File: src/rtl/branch_resolve_unit_if.sv
// Bundle-in / resolve-out bus for the branch resolve stage.
// master = operand-read side driving bundles, slave = branch_resolve_unit.
interface branch_resolve_unit_if #(
    parameter int XLEN      = 32,
    parameter int NUM_SLOTS = 2,
    parameter int IMM_W     = 22
);
    localparam int SLOT_W = (NUM_SLOTS > 1) ? $clog2(NUM_SLOTS) : 1;

    logic                       in_valid;
    logic                       in_ready;
    logic                       stall;
    logic                       flush;
    logic [XLEN-1:0]            pc;
    logic [NUM_SLOTS-1:0]       slot_is_nop;
    logic [NUM_SLOTS-1:0]       slot_is_jmp;
    logic [NUM_SLOTS-1:0]       slot_is_imm;
    logic [NUM_SLOTS-1:0]       slot_zero_ext;
    logic [2*NUM_SLOTS-1:0]     slot_op;
    logic [XLEN*NUM_SLOTS-1:0]  slot_rs1;
    logic [XLEN*NUM_SLOTS-1:0]  slot_rs2;
    logic [IMM_W*NUM_SLOTS-1:0] slot_imm;
    logic                       out_valid;
    logic                       redirect;
    logic [XLEN-1:0]            redirect_pc;
    logic [SLOT_W-1:0]          redirect_slot;
    logic [NUM_SLOTS-1:0]       link_wr_en;
    logic [XLEN*NUM_SLOTS-1:0]  link_data;
    logic                       squashing;

    modport master (
        output in_valid, stall, flush, pc, slot_is_nop, slot_is_jmp, slot_is_imm,
               slot_zero_ext, slot_op, slot_rs1, slot_rs2, slot_imm,
        input  in_ready, out_valid, redirect, redirect_pc, redirect_slot,
               link_wr_en, link_data, squashing
    );

    modport slave (
        input  in_valid, stall, flush, pc, slot_is_nop, slot_is_jmp, slot_is_imm,
               slot_zero_ext, slot_op, slot_rs1, slot_rs2, slot_imm,
        output in_ready, out_valid, redirect, redirect_pc, redirect_slot,
               link_wr_en, link_data, squashing
    );
endinterface

File: src/rtl/branch_resolve_unit.sv
// Branch resolve stage: evaluates all branch/jump slots of a VLIW bundle,
// registers the oldest taken redirect plus link writes, and squashes a fixed
// number of wrong-path bundles after each redirect.
module branch_resolve_unit #(
    parameter int XLEN          = 32,
    parameter int NUM_SLOTS     = 2,
    parameter int IMM_W         = 22,
    parameter int SHADOW_CYCLES = 2
) (
    input  logic                 clk,
    input  logic                 rst,
    branch_resolve_unit_if.slave bif
);
    localparam int SW = (NUM_SLOTS > 1) ? $clog2(NUM_SLOTS) : 1;
    localparam int CW = (SHADOW_CYCLES > 0) ? $clog2(SHADOW_CYCLES + 1) : 1;

    logic                           ev_found;
    logic [SW-1:0]                  ev_slot;
    logic [XLEN-1:0]                ev_pc;
    logic [NUM_SLOTS-1:0]           ev_link;
    logic [NUM_SLOTS-1:0][XLEN-1:0] ev_ldata;

    logic                           out_valid_q, out_valid_d;
    logic                           redirect_q, redirect_d;
    logic [XLEN-1:0]                redirect_pc_q, redirect_pc_d;
    logic [SW-1:0]                  redirect_slot_q, redirect_slot_d;
    logic [NUM_SLOTS-1:0]           link_wr_en_q, link_wr_en_d;
    logic [NUM_SLOTS-1:0][XLEN-1:0] link_data_q, link_data_d;
    logic [CW-1:0]                  cnt_q, cnt_d;

    // Evaluate every slot in parallel and keep the oldest taken one
    always_comb begin
        logic [XLEN-1:0]  rs1, rs2, imm_s, spc, tgt;
        logic [IMM_W-1:0] imm;
        logic             lt, cond, taken;
        rs1 = '0; rs2 = '0; imm_s = '0; spc = '0; tgt = '0; imm = '0;
        lt = 1'b0; cond = 1'b0; taken = 1'b0;
        ev_found = 1'b0;
        ev_slot  = '0;
        ev_pc    = '0;
        ev_link  = '0;
        ev_ldata = '0;
        for (int i = 0; i < NUM_SLOTS; i++) begin
            rs1 = bif.slot_rs1[i*XLEN +: XLEN];
            rs2 = bif.slot_rs2[i*XLEN +: XLEN];
            imm = bif.slot_imm[i*IMM_W +: IMM_W];
            spc = bif.pc + XLEN'(4 * i);
            lt  = bif.slot_zero_ext[i] ? (rs1 < rs2) : ($signed(rs1) < $signed(rs2));
            unique case (bif.slot_op[i*2 +: 2])
                2'd0:    cond = (rs1 == rs2);
                2'd1:    cond = (rs1 != rs2);
                2'd2:    cond = lt;
                default: cond = !lt;
            endcase
            // JAL carries the full-width offset; everything else uses imm[11:0]
            imm_s = (bif.slot_is_jmp[i] && !bif.slot_is_imm[i]) ? XLEN'($signed(imm))
                                                                : XLEN'($signed(imm[11:0]));
            tgt   = (bif.slot_is_jmp[i] && bif.slot_is_imm[i])
                    ? ((rs1 + imm_s) & {{(XLEN-1){1'b1}}, 1'b0})
                    : (spc + imm_s);
            taken = !bif.slot_is_nop[i] && (bif.slot_is_jmp[i] || cond);
            ev_ldata[i] = spc + XLEN'(4);
            // A jump links unless an older slot already redirected
            ev_link[i]  = !bif.slot_is_nop[i] && bif.slot_is_jmp[i] && !ev_found;
            if (taken && !ev_found) begin
                ev_found = 1'b1;
                ev_slot  = SW'(i);
                ev_pc    = tgt;
            end
        end
    end

    // Next-state for the result registers and the squash shadow counter
    always_comb begin
        out_valid_d     = out_valid_q;
        redirect_d      = redirect_q;
        redirect_pc_d   = redirect_pc_q;
        redirect_slot_d = redirect_slot_q;
        link_wr_en_d    = link_wr_en_q;
        link_data_d     = link_data_q;
        cnt_d           = cnt_q;
        if (!bif.stall) begin
            out_valid_d = bif.in_valid && !bif.flush && (cnt_q == '0);
            if (out_valid_d) begin
                redirect_d      = ev_found;
                redirect_pc_d   = ev_pc;
                redirect_slot_d = ev_slot;
                link_wr_en_d    = ev_link;
                link_data_d     = ev_ldata;
            end else begin
                redirect_d   = 1'b0;
                link_wr_en_d = '0;
            end
            // Flush wins over arming the shadow for a presented redirect
            if (bif.flush)
                cnt_d = '0;
            else if (redirect_q)
                cnt_d = CW'(SHADOW_CYCLES);
            else if (cnt_q != '0)
                cnt_d = cnt_q - CW'(1);
        end
    end

    // Stage registers
    always_ff @(posedge clk or posedge rst) begin
        if (rst) begin
            out_valid_q     <= 1'b0;
            redirect_q      <= 1'b0;
            redirect_pc_q   <= '0;
            redirect_slot_q <= '0;
            link_wr_en_q    <= '0;
            link_data_q     <= '0;
            cnt_q           <= '0;
        end else begin
            out_valid_q     <= out_valid_d;
            redirect_q      <= redirect_d;
            redirect_pc_q   <= redirect_pc_d;
            redirect_slot_q <= redirect_slot_d;
            link_wr_en_q    <= link_wr_en_d;
            link_data_q     <= link_data_d;
            cnt_q           <= cnt_d;
        end
    end

    assign bif.in_ready      = !bif.stall;
    assign bif.out_valid     = out_valid_q;
    assign bif.redirect      = redirect_q;
    assign bif.redirect_pc   = redirect_pc_q;
    assign bif.redirect_slot = redirect_slot_q;
    assign bif.link_wr_en    = link_wr_en_q;
    assign bif.link_data     = link_data_q;
    assign bif.squashing     = (cnt_q != '0);
endmodule

File: src/flat_wrapper.sv
// flat-port wrapper written by rule: the top's interface ports become plain ports
module branch_resolve_unit_flat 
#(
    parameter int XLEN          = 32,
    parameter int NUM_SLOTS     = 2,
    parameter int IMM_W         = 22,
    parameter int SHADOW_CYCLES = 2
)
  (clk, rst, bif_in_valid, bif_stall, bif_flush, bif_pc, bif_slot_is_nop, bif_slot_is_jmp, bif_slot_is_imm, bif_slot_zero_ext, bif_slot_op, bif_slot_rs1, bif_slot_rs2, bif_slot_imm, bif_in_ready, bif_out_valid, bif_redirect, bif_redirect_pc, bif_redirect_slot, bif_link_wr_en, bif_link_data, bif_squashing);
  branch_resolve_unit_if #(.XLEN(XLEN), .NUM_SLOTS(NUM_SLOTS), .IMM_W(IMM_W)) bif_i ();
  input  logic clk;
  input  logic rst;
  input wire logic [$bits(bif_i.in_valid)-1:0] bif_in_valid;
  input wire logic [$bits(bif_i.stall)-1:0] bif_stall;
  input wire logic [$bits(bif_i.flush)-1:0] bif_flush;
  input wire logic [$bits(bif_i.pc)-1:0] bif_pc;
  input wire logic [$bits(bif_i.slot_is_nop)-1:0] bif_slot_is_nop;
  input wire logic [$bits(bif_i.slot_is_jmp)-1:0] bif_slot_is_jmp;
  input wire logic [$bits(bif_i.slot_is_imm)-1:0] bif_slot_is_imm;
  input wire logic [$bits(bif_i.slot_zero_ext)-1:0] bif_slot_zero_ext;
  input wire logic [$bits(bif_i.slot_op)-1:0] bif_slot_op;
  input wire logic [$bits(bif_i.slot_rs1)-1:0] bif_slot_rs1;
  input wire logic [$bits(bif_i.slot_rs2)-1:0] bif_slot_rs2;
  input wire logic [$bits(bif_i.slot_imm)-1:0] bif_slot_imm;
  output wire logic [$bits(bif_i.in_ready)-1:0] bif_in_ready;
  output wire logic [$bits(bif_i.out_valid)-1:0] bif_out_valid;
  output wire logic [$bits(bif_i.redirect)-1:0] bif_redirect;
  output wire logic [$bits(bif_i.redirect_pc)-1:0] bif_redirect_pc;
  output wire logic [$bits(bif_i.redirect_slot)-1:0] bif_redirect_slot;
  output wire logic [$bits(bif_i.link_wr_en)-1:0] bif_link_wr_en;
  output wire logic [$bits(bif_i.link_data)-1:0] bif_link_data;
  output wire logic [$bits(bif_i.squashing)-1:0] bif_squashing;
  assign bif_i.in_valid = bif_in_valid;
  assign bif_i.stall = bif_stall;
  assign bif_i.flush = bif_flush;
  assign bif_i.pc = bif_pc;
  assign bif_i.slot_is_nop = bif_slot_is_nop;
  assign bif_i.slot_is_jmp = bif_slot_is_jmp;
  assign bif_i.slot_is_imm = bif_slot_is_imm;
  assign bif_i.slot_zero_ext = bif_slot_zero_ext;
  assign bif_i.slot_op = bif_slot_op;
  assign bif_i.slot_rs1 = bif_slot_rs1;
  assign bif_i.slot_rs2 = bif_slot_rs2;
  assign bif_i.slot_imm = bif_slot_imm;
  assign bif_in_ready = bif_i.in_ready;
  assign bif_out_valid = bif_i.out_valid;
  assign bif_redirect = bif_i.redirect;
  assign bif_redirect_pc = bif_i.redirect_pc;
  assign bif_redirect_slot = bif_i.redirect_slot;
  assign bif_link_wr_en = bif_i.link_wr_en;
  assign bif_link_data = bif_i.link_data;
  assign bif_squashing = bif_i.squashing;
  branch_resolve_unit #(.XLEN(XLEN), .NUM_SLOTS(NUM_SLOTS), .IMM_W(IMM_W), .SHADOW_CYCLES(SHADOW_CYCLES)) u_core (.clk(clk), .rst(rst), .bif(bif_i));
endmodule
File: config.mk
export PLATFORM = sky130hd
export DESIGN_NAME = branch_resolve_unit_flat
export DESIGN_NICKNAME = d
export VERILOG_FILES = /design/src/rtl/branch_resolve_unit_if.sv /design/src/rtl/branch_resolve_unit.sv /design/src/flat_wrapper.sv
export SDC_FILE = /design/constraint.sdc
export NUM_CORES = 1
export LEC_CHECK = 0
export CAP_MARGIN = 0
export CORE_ASPECT_RATIO = 1.75
export CORE_MARGIN = 2
export CORE_UTILIZATION = 57
export DETAILED_ROUTE_END_ITERATION = 8
export PLACE_DENSITY = 0.89
export SLEW_MARGIN = 20
export SYNTH_ARGS = -nofsm -noshare
export SYNTH_HDL_FRONTEND = slang
export SYNTH_SLANG_ARGS = --single-unit
File: constraint.sdc
create_clock -name clk -period 5.4 [get_ports clk]
set_input_delay 0.81 -clock clk [delete_from_list [all_inputs] [get_ports clk]]
set_output_delay 0.81 -clock clk [all_outputs]
set_load 0.02 [all_outputs]
Yosys cells after proc, flatten, opt, wreduce, memory -nomap -nowiden
Cells that the tools add are included.

RAM bits: 0. Memories kept: 0. Bits in registers: 103. Bits in latches: 0. Input bits: 221. Bits in read-only memories: 0.

Shift operators: 0. Equal/unequal tests: 8. Multiply operators: 0. Div/mod/pow operators: 0. Reductions and logical operators: 30. Muxes and demuxes: 18. Bitwise logic cells: 1. $lt $le $gt $ge: 4. $add $sub $neg: 7.

Operators by type and width (count): 2-to-1 mux 32 bit (6); adder 32 bit (4); less-than comparator 32 bit (4); adder 32 x 3 -> 32 bit (second input constant) (2); == test 32 bit (2); != test 32 bit (2); logical AND 1 bit (12); zero test 1 bit (9); 2-to-1 mux 2 bit (4); zero test 2 bit (3); 2-to-1 mux 1 bit (6); one-hot mux 1 bit (3 select lines) (2); == test 2 x 1 -> 1 bit (second input constant) (2); == test 2 bit (second input constant) (2); AND reduction 2 bit (2); nonzero test 3 bit (1); logical OR 1 bit (2); nonzero test 2 bit (1); subtractor 2 x 1 -> 2 bit (second input constant) (1); NOT 1 bit (1).

Logic depth before layout (Yosys ltp)
Gate-level depths: netlist (run 1).

Depth in word-level cells: 11. Gate-level depth with buffers: 18. Gate-level depth less buffers: 18.

Worst setup path before layout (run 1)
OpenSTA, ideal clock, no wires.

Kind: input port to flip-flop. Start: in bif_pc[3]. End: reg u_core.redirect_pc_q[31] (netlist: u_core.bif.redirect_pc[31]). Path slack: 610 ps. Cell stages on the path: 18. Buffers on the path: 1. Data arrival time: 4704 ps. Required time: 5313 ps. Cell sequence: ha_1 -> nand4_4 -> or4_4 -> or3_1 -> and2_1 -> inv_1 -> ha_1 -> clkbuf_1 -> and4_1 -> and2_1 -> a22oi_1 -> nand4_1 -> a2111oi_1 -> o311ai_1 -> nor3b_2 -> xnor2_1 -> a22o_1 -> o211ai_1.

RTL lines: start, declared (RTL line flat_wrapper.sv:16) `input wire logic [$bits(bif_i.pc)-1:0] bif_pc;`; end signal, assigned (RTL line branch_resolve_unit.sv:117) `redirect_pc_q <= redirect_pc_d;`; end, declared (RTL line branch_resolve_unit.sv:25) `logic [XLEN-1:0] redirect_pc_q, redirect_pc_d;`.

==> metrics, run 1 <==
CP required 5700 ps; DP HPWL 41600 um; H-tree levels 3; Worst-Skew Late Latency 380 ps; final hold violations 0; vias in the first global route 15910; Seq cells post-synth 101; DRT Pass-1 Iters 8; clk root buf clkbuf_16; Max Cap Viol 0; Peak supply drop 0.1956 mV; drt drc 0; Final ANT Viol Nets 0; Slew Limit Fails 0; NetSw 2.348 mW; Routed WL 50620 um; R2R Setup Slk 2820 ps; fin crit period 5095 ps; Slew headroom 0.2827; Sink Count 101; crit path kind in -> reg; crit start category input pin; gpl congestion 1.004; CTS Buffer Depth 2; final setup fails 0; share of cells above drive strength 1 0.04877; CTS tree yes; Filler cells 1899; Sw Ratio 0.4428; Clk pwr share 0.135; core footprint 24440 sq um; crit path DAT 5400 ps; Cell Int Power 2.956 mW; # resized after CTS 0; nature of the critical path endpoint flip-flop; status finished, final reports clean; fmax 196.3 MHz; DIE AREA 25920 sq um; RSZ-0062 raised after global routing no; buffers added on ports 323; I/O pins 324; antenna violations before repair 2; GRT overflow 0; Final WS setup 305.5 ps; P_leak 8.424 nW; first-pass GRT wire length 77830 um; Syn Area/Cell 7.443 sq um; Mapped Cells 1884; Comb power frac 0.604; largest net degree at the start of global routing 66; Syn Nets 2299; chip height 211.5 um; Tot GR Track Use 0.3882; FP Rows 76; leading area contributor after synthesis dfrtp_1; FFs w/ async S/R, synth 1.000; Nets 2645; Synth area leaders dfrtp_1 (18%), ha_1 (17%), nand2_1 (6.5%); Tcrit/Tclk final 0.9434; Iter 0 DRT Violations 1061; Yosys warning count 0; count of unique library cells instantiated by Yosys 79; Hold WC Path Type reg -> reg; Seq/Total Area, Yosys 0.1802; Util after Layout 0.7488; Area Overhead vs Synth 30.51%; setup TNS 0 ps; # hold bufs at CTS 0; Post-Place Worst Slack 22.33 ps; top_reg_cell synth dfrtp_1; vias per cell 6.238; Setup Fix Bufs, Post-CTS 0; Initial Utilization 0.5738; clock slew at reported path FFs 80 ps; EDFF count, synth 0; mapped cell area 14020 sq um; Sequential Power Share 0.261; Via Count 15910; Die W 122.6 um; cts bufs inserted 9; crit-path max FO 4; Fin Clk Skew 13.41 ps; Wirelength per Cell 19.85 um; Worst-Margin Slew 1073 ps; top cell type's share of synthesized area 0.1802; cell area power density 289.8 nW/um^2
per-layer routing:
layer	track usage	up-vias	share of wire
met3	0.05684	232	0.069
met1	0.4029	7344	0.35
met4	0.2989	0	0.090
met2	0.6874	793	0.49
met5	0	-	0
li1	-	7537	-
layout make-up:
class	instances	area [sq um]	area share
multi-input combinational	1584	10750	0.5877
timing repair buffer	391	3769	0.2059
sequential	101	2527	0.1381
inverter	143	539.3	0.02947
tap	312	390.4	0.02133
clock buffer	13	270.3	0.01477
clock inverter	3	42.54	0.002325
antenna	3	7.507	0.0004102
cells in the final DEF, fill, tap and decap left out, types with 19 or more instances in the layout:
cell type and n:
clkdlybuf4s50_1 323, nand2_1 244, ha_1 190, o21ai_0 167
a21oi_1 157, inv_1 142, nor2_1 101, dfrtp_1 101
xnor2_1 93, a21o_1 74, buf_4 66, xor2_1 57
nor3_1 57, nand3_1 40, nand4_1 38, o211ai_1 25
a31oi_1 22, nand2b_1 19, and3_1 19
flip-flops by register name, summed over array words and instances (netlist names):
| signal | count |
|---|---|
| u_core.bif.link_data | 62 |
| u_core.bif.redirect_pc | 32 |
| u_core.bif.link_wr_en | 2 |
| u_core.cnt_q | 2 |
| u_core.bif.out_valid | 1 |
| u_core.bif.redirect | 1 |
| u_core.bif.redirect_slot | 1 |
power by group through the flow:
stage / registers [mW] / clock network [mW] / logic [mW]
final: 1.38 / 0.718 / 3.20
after global routing: 1.41 / 0.747 / 3.45
after CTS: 1.37 / 0.716 / 3.17
after detailed placement: 1.38 / 0 / 3.15
after global placement: 1.37 / 0 / 3.08
after floorplan: 1.74 / 0 / 1.33
final timing paths:
check,start,endpoint,cells after the start
min in group asynchronous,rst,u_core.bif.link_data[56],2
hold reg to reg,u_core.bif.redirect_pc[11],u_core.bif.redirect_pc[11],2
hold / removal,u_core.bif.redirect_pc[11],u_core.bif.redirect_pc[11],2
max in group asynchronous,rst,u_core.bif.link_data[33],3
setup reg to reg,u_core.cnt_q[0],u_core.bif.redirect_pc[20],6
setup / recovery,bif_pc[2],u_core.bif.redirect_pc[31],19
critical path: stages:
cell	delay, ps
clkdlybuf4s50_1	600
ha_1	270
nand4_1	230
nor4_2	430
nand2_1	130
xor2_1	240
inv_1	110
ha_1	320
and4_1	220
and2_1	170
a22oi_1	220
nand4_1	220
a2111oi_1	400
buf_4	200
o311ai_1	120
nor3b_2	280
xnor2_1	90
a22o_1	200
o211ai_1	140
cell families (layout without fill, tap and decap cells):
family                   Yosys count  in the layout  share of synthesized area
adder cells (fa/ha/maj)          194            194                     0.1752
other                              0              3                          0
flip-flops                       101            101                     0.1802
XOR/XNOR                         150            150                    0.09369
AO/OA/AOI/OAI                    592            592                     0.2644
multiplexers                       9              9                   0.006514
buffers and inverters            199            550                    0.05407
AND/OR/NAND/NOR                  639            639                     0.2258
stage by stage:
stage | std cells | instance area [sq um] | total power [mW] | hold WS (ps)
6_report | 2550 | 18300 | 5.304 | 480.4
3_5_place_dp | 2531 | 17980 | 4.537 | 459.4
2_1_floorplan | 1884 | 14020 | 3.071 | 484.0
4_1_cts | 2547 | 18290 | 5.258 | 476.9
5_1_grt | 2549 | 18300 | 5.604 | 491.6
3_3_place_gp | 2531 | 17980 | 4.456 | 451.3
cells in the mapped netlist, drive strengths merged, types with 22 or more instances:
master,instances
nand2,245
ha,190
o21ai,171
a21oi,157
inv,143
dfrtp,101
nor2,101
xnor2,93
a21o,74
nor3,58
xor2,57
clkbuf,50
nand3,41
nand4,40
o211ai,25
a31oi,22
Power figures use the tool's default switching activity.
==> inputs of run 2 (changes only) <==
--- a/config.mk
+++ b/config.mk
@@ -8,9 +8,9 @@
 export CAP_MARGIN = 0
 export CORE_ASPECT_RATIO = 1.75
 export CORE_MARGIN = 2
-export CORE_UTILIZATION = 57
+export CORE_UTILIZATION = 53
 export DETAILED_ROUTE_END_ITERATION = 8
-export PLACE_DENSITY = 0.89
+export PLACE_DENSITY = 0.84
 export SLEW_MARGIN = 20
 export SYNTH_ARGS = -nofsm -noshare
 export SYNTH_HDL_FRONTEND = slang
==> constraint.sdc (replaced) <==
create_clock -name clk -period 5 [get_ports clk]
set_input_delay 0.75 -clock clk [delete_from_list [all_inputs] [get_ports clk]]
set_output_delay 0.75 -clock clk [all_outputs]
set_load 0.02 [all_outputs]
==> run 2 against run 1 <==
Compared with the run above:
- sequential power grew 8%
- highest routed layer unchanged
- die area rose by 7.3%
- clock-buffer cell count is 3 lower
- register-to-register slack lost 160 ps
- first-iteration DRC count down 3.5%
- via count increased by 1.1%
- cell count rose by 4.1%
- global-route usage down 2.4 points
==> metrics, run 2 (synthesis gave the netlist of run 1 again) <==
Worst-Margin Slew 947.1 ps (-126.3 ps); met3 Use GR 0.03486 (-0.02198); register area 2527 sq um (unchanged); CTS tree yes; Routed WL 52080 um (+2.9%); core footprint 25960 sq um (+6.2%); Slew headroom 0.3686 (+0.08590); nature of the critical path endpoint flip-flop; met2 usage 0.6753 (-0.01209); CTS Buffer Depth 2 (unchanged); Iter 0 DRT Violations 1024 (-3.5%); fin crit period 4832 ps; clock slew at reported path FFs 70 ps (about the same); cts bufs inserted 9 (unchanged); status finished, final reports clean; antenna violations before repair 3 (+1); crit path DAT 5120 ps (-280 ps); share of cells above drive strength 1 0.09188 (+0.04312); vias in the first global route 15940 (+0.14%); Filler cells 2128 (+12%); P_leak 8.896 nW (+5.6%); Sink Count 101 (unchanged); DIE AREA 27830 sq um (+7.3%); Tot GR Track Use 0.3642 (-0.02397); I/O pins 324 (unchanged); Max Cap Viol 0 (unchanged); clk root buf clkbuf_16; Hold WC Path Type reg -> reg; gpl congestion 0.9553 (-4.9%); crit-path max FO 4 (unchanged); Peak supply drop 0.1733 mV (-11%); Die W 127.0 um (+3.6%); DP HPWL 44020 um (+5.8%); max FFs per register 62 (unchanged); GRT overflow 0 (unchanged); Wirelength per Cell 19.62 um (-1.1%); crit start category input pin; CP max-delay cell or4_4; FP Rows 78 (+2.6%); largest net degree at the start of global routing 75 (+14%); R2R Setup Slk 2660 ps (-160 ps); final setup fails 0 (unchanged); commonest non-fill, non-tap cell in the layout clkdlybuf4s50_1; Fin Clk Skew 13.29 ps (-0.1159 ps); drt drc 0 (unchanged); final hold violations 0 (unchanged); most frequent cells in the layout clkdlybuf4s50_1 (321), nand2_1 (244), ha_1 (186); cells along the critical path clkdlybuf4s50_1, ha_2, nand4_4, or4_4, or3_4, and2_4, inv_2, ha_1, and4_1, and2_1, a22oi_2, nand4_1, a2111oi_2, buf_4, o311ai_1, nor3b_2, xnor2_1, a22o_1, o211ai_1; Slew Limit Fails 0 (unchanged); slowest cell delay on critical path 550 ps (-50 ps); first-pass GRT wire length 79620 um (+2.3%); Area Overhead vs Synth 35.78%; Post-DP Area 18680 sq um (+3.9%); M1 GR Usage 0.3861 (-0.01676); buffers added on ports 323 (unchanged); Final ANT Viol Nets 0 (unchanged); DRT Pass-1 Iters 8 (unchanged); chip height 219.2 um (+3.6%); GRT busiest layer met2; fmax 207.0 MHz; CP required 5290 ps (-410 ps); Tcrit/Tclk final 0.9664; Nets 2742 (+3.7%); H-tree levels 3 (unchanged); Finished Cell Area 19040 sq um (+4.0%); cell area power density 301.7 nW/um^2 (+4.1%); multi-input logic area 10800 sq um (+0.44%); # hold bufs at CTS 0 (unchanged); total power 5.744 mW (+8.3%); Worst-Skew Late Latency 370 ps (about the same); Initial Utilization 0.5401 (-0.03363); crit path kind in -> reg; vias per cell 6.061 (-2.8%); Via Count 16090 (+1.1%); setup TNS 0 ps (unchanged)
[run 2: cell count changes in the layout (fill, tap and decap cells not counted), sizes merged]
cell	delta
clkbuf	-3
buf	+97
clkinv	+1
dlymetal6s2s	+2
clkdlybuf4s50	-2
clkinvlp	-1
diode	+2
[run 2: final timing paths]
| path | start | end | cells after the start |
|---|---|---|---|
| max | bif_pc[3] | u_core.bif.redirect_pc[31] | 19 |
| min | u_core.bif.redirect_pc[11] | u_core.bif.redirect_pc[11] | 2 |
| max reg2reg | u_core.cnt_q[0] | u_core.bif.redirect_pc[20] | 7 |
| min reg2reg | u_core.bif.redirect_pc[11] | u_core.bif.redirect_pc[11] | 2 |
| max in group asynchronous | rst | u_core.bif.link_data[34] | 3 |
| min in group asynchronous | rst | u_core.bif.redirect_pc[29] | 2 |
[run 2: layout make-up]
class | instances | share of cell area
well taps | 320 | 0.02103
repair buffers | 488 | 0.2358
clock inverters | 3 | 0.002103
diodes | 5 | 0.0006572
clock buffers | 10 | 0.01203
flip-flops and latches | 101 | 0.1327
inverters | 143 | 0.02832
multi-input cells | 1584 | 0.5673
[run 2: report_power, final]
part / switching, mW / internal [mW] / total, mW
logic: 1.92 / 1.63 / 3.55
registers: 0.292 / 1.20 / 1.49
clock network: 0.327 / 0.379 / 0.705
total: 2.53 / 3.21 / 5.74
[run 2: timing repair]
item / CTS / global route
setup buffers: 0 / 3
endpoints found under the setup margin: 0 / 7
resized for setup: 0 / 15
[run 2: critical path: cells and delay by family]
family	cells	cell delay [ps]
compound gates	5	1090
xor+xnor	1	100
fa+ha+maj	2	440
buf+inv	3	700
simple gates	8	2020
[run 2: stage by stage]
step                      hold WS, ps  setup slack [ps]  utilization  cells
after global placement          451.4            -268.4       0.7197   2633
after detailed placement        468.7            -328.7       0.7197   2633
after global routing            514.1            -42.81       0.7332   2652
after floorplan                 484.0             269.8            -   1884
final                           480.2             168.2       0.7334   2654
after CTS                       482.7             73.88       0.7300   2646
[run 2: per-layer routing]
metal | vias up | share of wire
met5 | - | 0
met2 | 702 | 0.51
met1 | 7487 | 0.36
met3 | 169 | 0.056
li1 | 7729 | -
met4 | 0 | 0.071
==> inputs of run 3 (changes only) <==
--- a/config.mk
+++ b/config.mk
@@ -5,12 +5,14 @@
 export SDC_FILE = /design/constraint.sdc
 export NUM_CORES = 1
 export LEC_CHECK = 0
+export ABC_CLOCK_PERIOD_IN_PS = 5000
 export CAP_MARGIN = 0
 export CORE_ASPECT_RATIO = 1.75
 export CORE_MARGIN = 2
-export CORE_UTILIZATION = 53
+export CORE_UTILIZATION = 50
 export DETAILED_ROUTE_END_ITERATION = 8
-export PLACE_DENSITY = 0.84
+export PLACE_DENSITY = 0.8
+export SETUP_SLACK_MARGIN = 0.15
 export SLEW_MARGIN = 20
 export SYNTH_ARGS = -nofsm -noshare
 export SYNTH_HDL_FRONTEND = slang
==> run 3 against run 2 <==
Compared with the run above:
- maximum frequency grew 3.6%
- largest cell class unchanged
- setup slack gained 170 ps
- critical path depth shrank 1
- clock skew is essentially flat
- highest routed layer unchanged
- sequential share of layout area shrank 0.095 points
- register-to-register slack lost 110 ps
- cell count grew 2.0%
- wire length grew 1.3%
- die area grew 5.8%
- total power grew 2.1%
- sequential cell count is the same
- combinational power is essentially flat
- largest power group unchanged
==> metrics, run 3 (synthesis gave the netlist of run 1 again) <==
NetSw 2.549 mW (+0.56%); crit-path max FO 4 (unchanged); final setup fails 0 (unchanged); Finished Cell Area 19180 sq um (+0.72%); Filler cells 2415 (+13%); Initial Utilization 0.5050 (-0.03519); R2R cell count 7 (unchanged); Worst Hold Depth 2 (unchanged); Slew headroom 0.4105 (+0.04194); CP max-delay cell or4_4; Worst-Skew Late Latency 370 ps (about the same); cell area power density 305.8 nW/um^2 (+1.4%); chip height 225.5 um (+2.9%); fin crit period 4664 ps (-167.6 ps); Slew Limit Fails 0 (unchanged); Iter 0 DRT Violations 935 (-8.7%); crit start category input pin; gpl congestion 0.9625 (+0.75%); Hold WC Path Type reg -> reg; H-tree levels 3 (unchanged); Comb power frac 0.606 (-0.011); DRT Pass-1 Iters 5 (-3); multi-input logic area 10820 sq um (+0.16%); max FFs per register 62 (unchanged); cells along the critical path clkdlybuf4s50_1, nand2_1, or4_4, or3_4, and2_4, inv_2, ha_1, and4_1, and2_4, a22oi_2, nand4_1, a2111oi_2, buf_4, o311ai_1, nor3b_2, xnor2_1, a22o_1, o211ai_1; antenna violations before repair 5 (+2); vias per cell 5.888 (-2.9%); nature of the critical path endpoint flip-flop; status finished, final reports clean; FP Rows 81 (+3.8%); crit-path most repeated cell and2_4; Cell Int Power 3.316 mW (+3.3%); first-pass GRT wire length 81550 um (+2.4%); Area Overhead vs Synth 36.76%; DIE AREA 29450 sq um (+5.8%); Sw Ratio 0.4346 (-0.006662); Clk pwr share 0.142 (+0.019); core footprint 27770 sq um (+7.0%); CP required 5280 ps (about the same); register area 2527 sq um (unchanged); Sequential Power Share 0.252 (-0.008); crit path kind in -> reg; fmax 214.4 MHz (+3.6%); I/O pins 324 (unchanged); clock slew at reported path FFs 80 ps (about the same); CTS Buffer Depth 2 (unchanged); Die W 130.6 um (+2.9%); setup TNS 0 ps (unchanged); GRT overflow 0 (unchanged); Tcrit/Tclk final 0.9328 (-0.03353); R2R Setup Slk 2550 ps (-110 ps); most frequent cells in the layout clkdlybuf4s50_1 (313), nand2_1 (244), ha_1 (189); clk root buf clkbuf_16; RSZ-0062 raised after global routing no; Fin Clk Skew 13.54 ps (+0.2418 ps); commonest non-fill, non-tap cell in the layout clkdlybuf4s50_1; Wirelength per Cell 19.50 um (-0.64%); P_leak 8.972 nW (+0.86%); Util after Layout 0.6906 (-0.04283); largest net degree at the start of global routing 73 (-2.7%); Final ANT Viol Nets 0 (unchanged); share of cells above drive strength 1 0.09442 (+0.002536); Nets 2741 (-0.036%); cts bufs inserted 9 (unchanged); drt drc 0 (unchanged); CTS tree yes; Via Count 15940 (-0.91%); Max Cap Viol 0 (unchanged); slowest cell delay on critical path 530 ps (-20 ps); total power 5.865 mW (+2.1%); Sink Count 101 (unchanged); hold slack 479.4 ps (-0.8120 ps); DP HPWL 44310 um (+0.66%); Routed WL 52780 um (+1.3%); vias in the first global route 16330 (+2.4%); buffers added on ports 323 (unchanged); Tot GR Track Use 0.3559 (-0.008306); Peak supply drop 0.2371 mV (+37%); Worst-Margin Slew 884.2 ps (-62.91 ps); final hold violations 0 (unchanged); crit path DAT 4950 ps (-170 ps); Post-DP Area 18720 sq um (+0.21%)
-- run 3: cell types whose count changed in the layout (fill, tap and decap cells not counted), moves of 2 or more --
cell             before  now
clkdlybuf4s50_1     321  313
dlymetal6s2s_1        2    7
buf_4               164  161
buf_6                 0    3
clkbuf_2              0    3
ha_1                186  189
ha_2                  3    0
bufinv_16             1    3
-- run 3: metrics by stage --
step / instances / setup WS (ps)
2_1_floorplan: 1884 / 269.8
3_3_place_gp: 2684 / -283.4
3_5_place_dp: 2684 / -446.4
4_1_cts: 2701 / 166.2
5_1_grt: 2707 / 160.8
6_report: 2707 / 335.9
-- run 3: critical path: cells and delay by family --
kind	cells	cell delay [ps]
simple gates	8	2070
compound gates	5	1050
buf+inv	3	720
fa+ha+maj	1	240
xor+xnor	1	110
-- run 3: area by class of cell --
type | instances | area share
clock inverter | 6 | 0.005807
antenna | 4 | 0.0005220
clock buffer | 9 | 0.01174
timing repair buffer | 487 | 0.2335
multi-input combinational | 1584 | 0.5642
tap | 373 | 0.02434
inverter | 143 | 0.02812
sequential | 101 | 0.1318
-- run 3: what timing repair did --
| item | CTS | global route |
|---|---|---|
| setup endpoints to repair | 2 | 7 |
| hold buffers | 0 | 0 |
| gates resized for setup | 12 | 22 |
| setup buffers | 2 | 2 |
| pin swaps | 10 | 11 |
-- run 3: power groups by stage --
stage               combinational [mW]  clock, mW  sequential [mW]
global route                      3.83      0.856             1.51
finish                            3.55      0.833             1.48
CTS                               3.53      0.836             1.47
global placement                  3.45          0             1.47
floorplan                         1.44          0             1.87
detailed placement                3.51          0             1.48
-- run 3: worst paths after layout --
| check | startpoint | endpoint |
|---|---|---|
| setup / recovery | bif_pc[8] | u_core.bif.redirect_pc[31] |
| hold / removal | u_core.bif.link_data[43] | u_core.bif.link_data[43] |
| setup reg to reg | u_core.cnt_q[0] | u_core.bif.redirect_pc[31] |
| hold reg to reg | u_core.bif.link_data[43] | u_core.bif.link_data[43] |
| max in group asynchronous | rst | u_core.bif.link_data[3] |
| min in group asynchronous | rst | u_core.bif.link_data[23] |
-- run 3: per-layer routing --
metal | up-vias | GRT usage | part of all wire
met3 | 178 | 0.03989 | 0.054
met4 | 0 | 0.2385 | 0.077
met5 | - | 0 | 0
met1 | 7419 | 0.3892 | 0.37
li1 | 7719 | - | -
met2 | 624 | 0.6331 | 0.50
